[src/rtl/seq_detect_param.sv]
// Runtime-programmable serial pattern detector with a valid-qualified input,
// selectable overlapping matching and a saturating match counter.
// Received bits are shifted into hist with the newest bit at the LSB. A match
// compares the low len_r bits of hist against pattern_r. The fill counter
// masks history that is stale after a load, after a reset, or after a
// non-overlapping match.
module seq_detect_param #(
  parameter int unsigned         MAX_LEN     = 8,
  parameter int unsigned         CNT_W       = 8,
  parameter logic [MAX_LEN-1:0]  DEFAULT_PAT = 8'b0000_1011,
  parameter int unsigned         DEFAULT_LEN = 4,
  localparam int unsigned        LEN_W       = $clog2(MAX_LEN + 1)
) (
  input  logic               clk,
  input  logic               reset,
  input  logic               in_valid,
  input  logic               in_bit,
  input  logic               pat_load,
  input  logic [MAX_LEN-1:0] pat_in,
  input  logic [LEN_W-1:0]   len_in,
  input  logic               overlap_en,
  input  logic               count_clr,
  output logic               detect,
  output logic [CNT_W-1:0]   match_count,
  output logic [LEN_W-1:0]   busy_fill
);

  logic [MAX_LEN-1:0] hist;
  logic [MAX_LEN-1:0] pattern_r;
  logic [LEN_W-1:0]   fill;
  logic [LEN_W-1:0]   len_r;

  logic [MAX_LEN-1:0] hist_nxt;
  logic [MAX_LEN-1:0] mask;
  logic [LEN_W-1:0]   fill_nxt;
  logic [LEN_W-1:0]   len_clamped;
  logic               match;

  // Next history and fill, compare mask, match decision and load-length clamp
  always_comb begin
    hist_nxt = {hist[MAX_LEN-2:0], in_bit};
    fill_nxt = (fill == LEN_W'(MAX_LEN)) ? fill : fill + LEN_W'(1);
    // len_r never exceeds MAX_LEN, so a shift by MAX_LEN yields an all-ones mask
    mask     = ~({MAX_LEN{1'b1}} << len_r);
    match    = in_valid && !pat_load && (fill_nxt >= len_r) &&
               (((hist_nxt ^ pattern_r) & mask) == '0);
    if (len_in == '0) begin
      len_clamped = LEN_W'(1);
    end else if (len_in > LEN_W'(MAX_LEN)) begin
      len_clamped = LEN_W'(MAX_LEN);
    end else begin
      len_clamped = len_in;
    end
  end

  // Pattern registers, shift history, fill tracking and registered detect pulse
  always_ff @(posedge clk or posedge reset) begin
    if (reset) begin
      pattern_r <= DEFAULT_PAT;
      len_r     <= LEN_W'(DEFAULT_LEN);
      hist      <= '0;
      fill      <= '0;
      detect    <= 1'b0;
    end else if (pat_load) begin
      pattern_r <= pat_in;
      len_r     <= len_clamped;
      fill      <= '0;
      detect    <= 1'b0;
    end else if (in_valid) begin
      hist   <= hist_nxt;
      detect <= match;
      fill   <= (match && !overlap_en) ? '0 : fill_nxt;
    end else begin
      detect <= 1'b0;
    end
  end

  // Saturating match counter; a clear overrides a coincident match
  always_ff @(posedge clk or posedge reset) begin
    if (reset) begin
      match_count <= '0;
    end else if (count_clr) begin
      match_count <= '0;
    end else if (match && (match_count != '1)) begin
      match_count <= match_count + CNT_W'(1);
    end
  end

  assign busy_fill = fill;

endmodule

[config.mk]
export PLATFORM = sky130hd
export DESIGN_NAME = seq_detect_param
export DESIGN_NICKNAME = d
export VERILOG_FILES = /design/src/rtl/seq_detect_param.sv
export SDC_FILE = /design/constraint.sdc
export NUM_CORES = 1
export LEC_CHECK = 0
export BUFFER_PORTS_ARGS = -buffer_cell sky130_fd_sc_hd__buf_4
export CAP_MARGIN = 10
export CELL_PAD_IN_SITES_DETAIL_PLACEMENT = 0
export CELL_PAD_IN_SITES_GLOBAL_PLACEMENT = 1
export CORE_MARGIN = 3
export CORE_UTILIZATION = 38
export DETAILED_ROUTE_END_ITERATION = 8
export GPL_TIMING_DRIVEN = 1
export PLACE_DENSITY_LB_ADDON = 0.1
export SYNTH_ARGS = -nofsm -noshare
export SYNTH_HDL_FRONTEND = slang
export SYNTH_SLANG_ARGS = --single-unit
export TNS_END_PERCENT = 1
[constraint.sdc]
create_clock -name clk -period 2.3 [get_ports clk]
set_input_delay 0 -clock clk [delete_from_list [all_inputs] [get_ports clk]]
set_output_delay 0 -clock clk [all_outputs]
set_load 0.01 [all_outputs]
==> results.json <==
{
  "r2r-start": "busy_fill[0]",
  "io_buffers": 31,
  "synth_top_area_frac": 0.403,
  "slew_viol_final": 0,
  "wl_per_cell_um": 14.5,
  "wirelength_um": 4430,
  "cts_tree": "yes",
  "yosysSeqAreaShare": 0.464,
  "path_buf_inv": 3,
  "synth.net_count": 206,
  "cts.reportedPaths.clkPinSlew_ps": 70,
  "async_flop_share": 1.00,
  "drive_gt1_frac": 0.380,
  "crit_path_frequent_cell": "o21ai_1",
  "power.net_switching_mw": 0.369,
  "htree_levels": 2,
  "synth_most_common_cell": "nand2_1",
  "dp.final_hpwl_um": 2870,
  "setup_viol": 11,
  "fin_area_um2": 2520,
  "fill_cells": 352,
  "fin_nets": 280,
  "antenna_left": 0,
  "hold_viol": 0,
  "synthCells": 180,
  "dr.pass1.iters": 4,
  "relSlewSlack": 0.536,
  "pwr-share-clk": 0.333,
  "worstHoldStart": "overlap_en",
  "crit_type": "reg -> reg",
  "drc_errors": 0,
  "cp_top_family": "compound AO/OA/AOI/OAI gates",
  "critical_path_required_ps": 2500,
  "grt_usage": 0.169,
  "io-pin-count": 32,
  "p_total_mw": 1.41,
  "worstSkewPairLatency_ps": 270,
  "synth_top_cells_by_count": "nand2_1, dfrtp_1, nor2_1, a21oi_1, inv_1",
  "crit_start": "busy_fill[0]",
  "fp-row-count": 23,
  "synthFlopType": "dfrtp_1",
  "violations": "setup timing",
  "dp_slack_ps": -143,
  "final_util": 0.599,
  "cts_buffers": 5,
  "routabilityCongestion": 0.782,
  "worst_path_max_delay_cell": "dfrtp_2",
  "finClkSkew_ps": 4.03,
  "grt_first_pass_wirelength_um": 7180,
  "setup_slack_ps": -122,
  "core_um2": 4200,
  "endpoint_kind": "register",
  "cp.arrival_ps": 2620,
  "seq_power_share": 0.467,
  "netSwitchingFraction": 0.262,
  "n_antenna_cell": 0,
  "vdd_ir_drop_max_mv": 0.310,
  "start_kind": "register",
  "worst-path-max-fanout": 8,
  "syn-cell-area_um2": 1740,
  "internal_power_mw": 1.04,
  "power_density_nw_per_um2": 560,
  "die-area_um2": 5420,
  "rsz0062_at_grt": "true",
  "ys_ff_latch": 32,
  "setup_tns_ps": -457,
  "syn_to_final_growth_pct": 44.9,
  "worstPathCellList": "inv_2, ha_4, nand2_4, nor2_4, xnor2_1, ha_1, inv_1, o21ai_1, a21oi_1, o2111ai_2, buf_6, or4_1, o21ai_1",
  "synth-edff-count": 0,
  "leakage_nw": 1.17,
  "yosysWarnings": 0,
  "drv_cap": 0,
  "start_util": 0.413,
  "tightest_slew_ps": 693,
  "vias_per_cell": 5.13,
  "grt_overflow": 0,
  "post_synth_num_cell_types": 34,
  "vias": 1566,
  "placed_area_um2": 2080,
  "hp-class": "in -> reg",
  "die_w_um": 73.6,
  "cts_buffer_depth": 2,
  "drtIter0Drc": 86,
  "cts_root_buf": "clkbuf_8",
  "outcome": "complete, but fails checks",
  "die_h_um": 73.6,
  "grt_start_max_net_pins": 33,
  "synthTopCellsByArea": "dfrtp_1, nand2_1, dfstp_2",
  "avgSynthCellArea_um2": 9.65,
  "grt_pass1_vias": 1541,
  "yosys.area.top_type": "dfrtp_1",
  "cts_num_sinks": 32,
  "antenna_found_initial": 0,
  "finalCritPeriodShare": 1.05,
  "slowest_delay_ps": 410,
  "clock.fmax_ghz": 0.413,
  "min_period_ps": 2420,
  "pwr-share-comb": 0.201
}
-- placed cells by master (no fill, tap or decap), drive strengths merged, types with 4 or more instances in the layout --
cell / instances
inv: 11
or4: 6
buf: 58
dlygate4sd3: 14
mux2: 9
a21oi: 11
nor3b: 4
o31ai: 5
xnor2: 8
nand3: 4
nor2: 15
clkbuf: 8
ha: 7
nand2: 33
o21ai: 9
dfstp: 4
dfrtp: 28
-- per-stage QoR --
| stage | hold WS (ps) | std cells |
|---|---|---|
| floorplan | 63.1 | 180 |
| global placement | 115 | 267 |
| detailed placement | 134 | 267 |
| CTS | 51.5 | 303 |
| global route | 59.6 | 305 |
| finish | 56.9 | 305 |
-- state kept, by name (all words and copies together) (netlist names) --
| register | flops |
|---|---|
| detect | 1 |
| pattern_r | 8 |
| busy_fill | 4 |
| hist | 7 |
| match_count | 8 |
| len_r | 4 |
-- area by class of cell --
class | instances | area, µm² | share of cell area
Clock buffer | 8 | 100 | 0.0398
Timing Repair Buffer | 72 | 587 | 0.233
Tap cell | 50 | 62.6 | 0.0249
Multi-Input combinational cell | 132 | 917 | 0.364
Sequential cell | 32 | 808 | 0.321
Inverter | 11 | 41.3 | 0.0164
-- metal layers --
layer  share of wire  wire, µm  vias to the layer above  track usage
met5               0         0                        -            0
met4           0.010        45                        0       0.0543
met3           0.039       171                        6       0.0356
met2            0.50      2230                       34        0.269
met1            0.45      1980                      754        0.228
li1                -         -                      772            -
-- what timing repair did --
| action | 4_1_cts | 5_1_grt |
|---|---|---|
| gates resized for setup | 8 | 13 |
| hold endpoints to repair | 45 | 0 |
| gates cloned | 0 | 0 |
| hold buffers | 14 | 0 |
| setup endpoints to repair | 12 | 13 |
| pin swaps | 14 | 7 |
| setup buffers | 14 | 2 |
-- power groups by stage --
stage	logic (mW)	registers, mW	clock network (mW)
floorplan	0.147	0.660	0
global route	0.314	0.663	0.512
global placement	0.227	0.663	0
CTS	0.268	0.656	0.483
finish	0.283	0.657	0.468
detailed placement	0.233	0.666	0
-- worst register-to-register path, stage by stage (launching register included) --
cell,delay [ps]
dfrtp_2,410
inv_2,80
ha_4,140
nand2_4,50
nor2_4,100
xnor2_1,100
ha_1,230
inv_1,80
o21ai_1,60
a21oi_1,170
o2111ai_2,240
buf_6,220
or4_1,390
o21ai_1,90
-- logic make-up after synthesis --
group,after synthesis,synth area share
buffers and inverters,16,0.0432
and+or+nand+nor,68,0.182
muxes,11,0.0699
AOI/OAI and AO/OA,36,0.140
xor gates and xnor gates,10,0.0504
DFF,32,0.464
adders and majority gates,7,0.0504
-- worst paths after layout --
check                                  to  slack [ps]  cells after the start
max in group asynchronous    pattern_r[0]        1590                      4
hold / removal               busy_fill[3]          60                      3
setup / recovery           match_count[0]        -120                     13
min in group asynchronous    pattern_r[2]         370                      4
setup reg to reg           match_count[0]        -120                     13
hold reg to reg                   hist[6]         510                      2
Power figures use the tool's default switching activity.
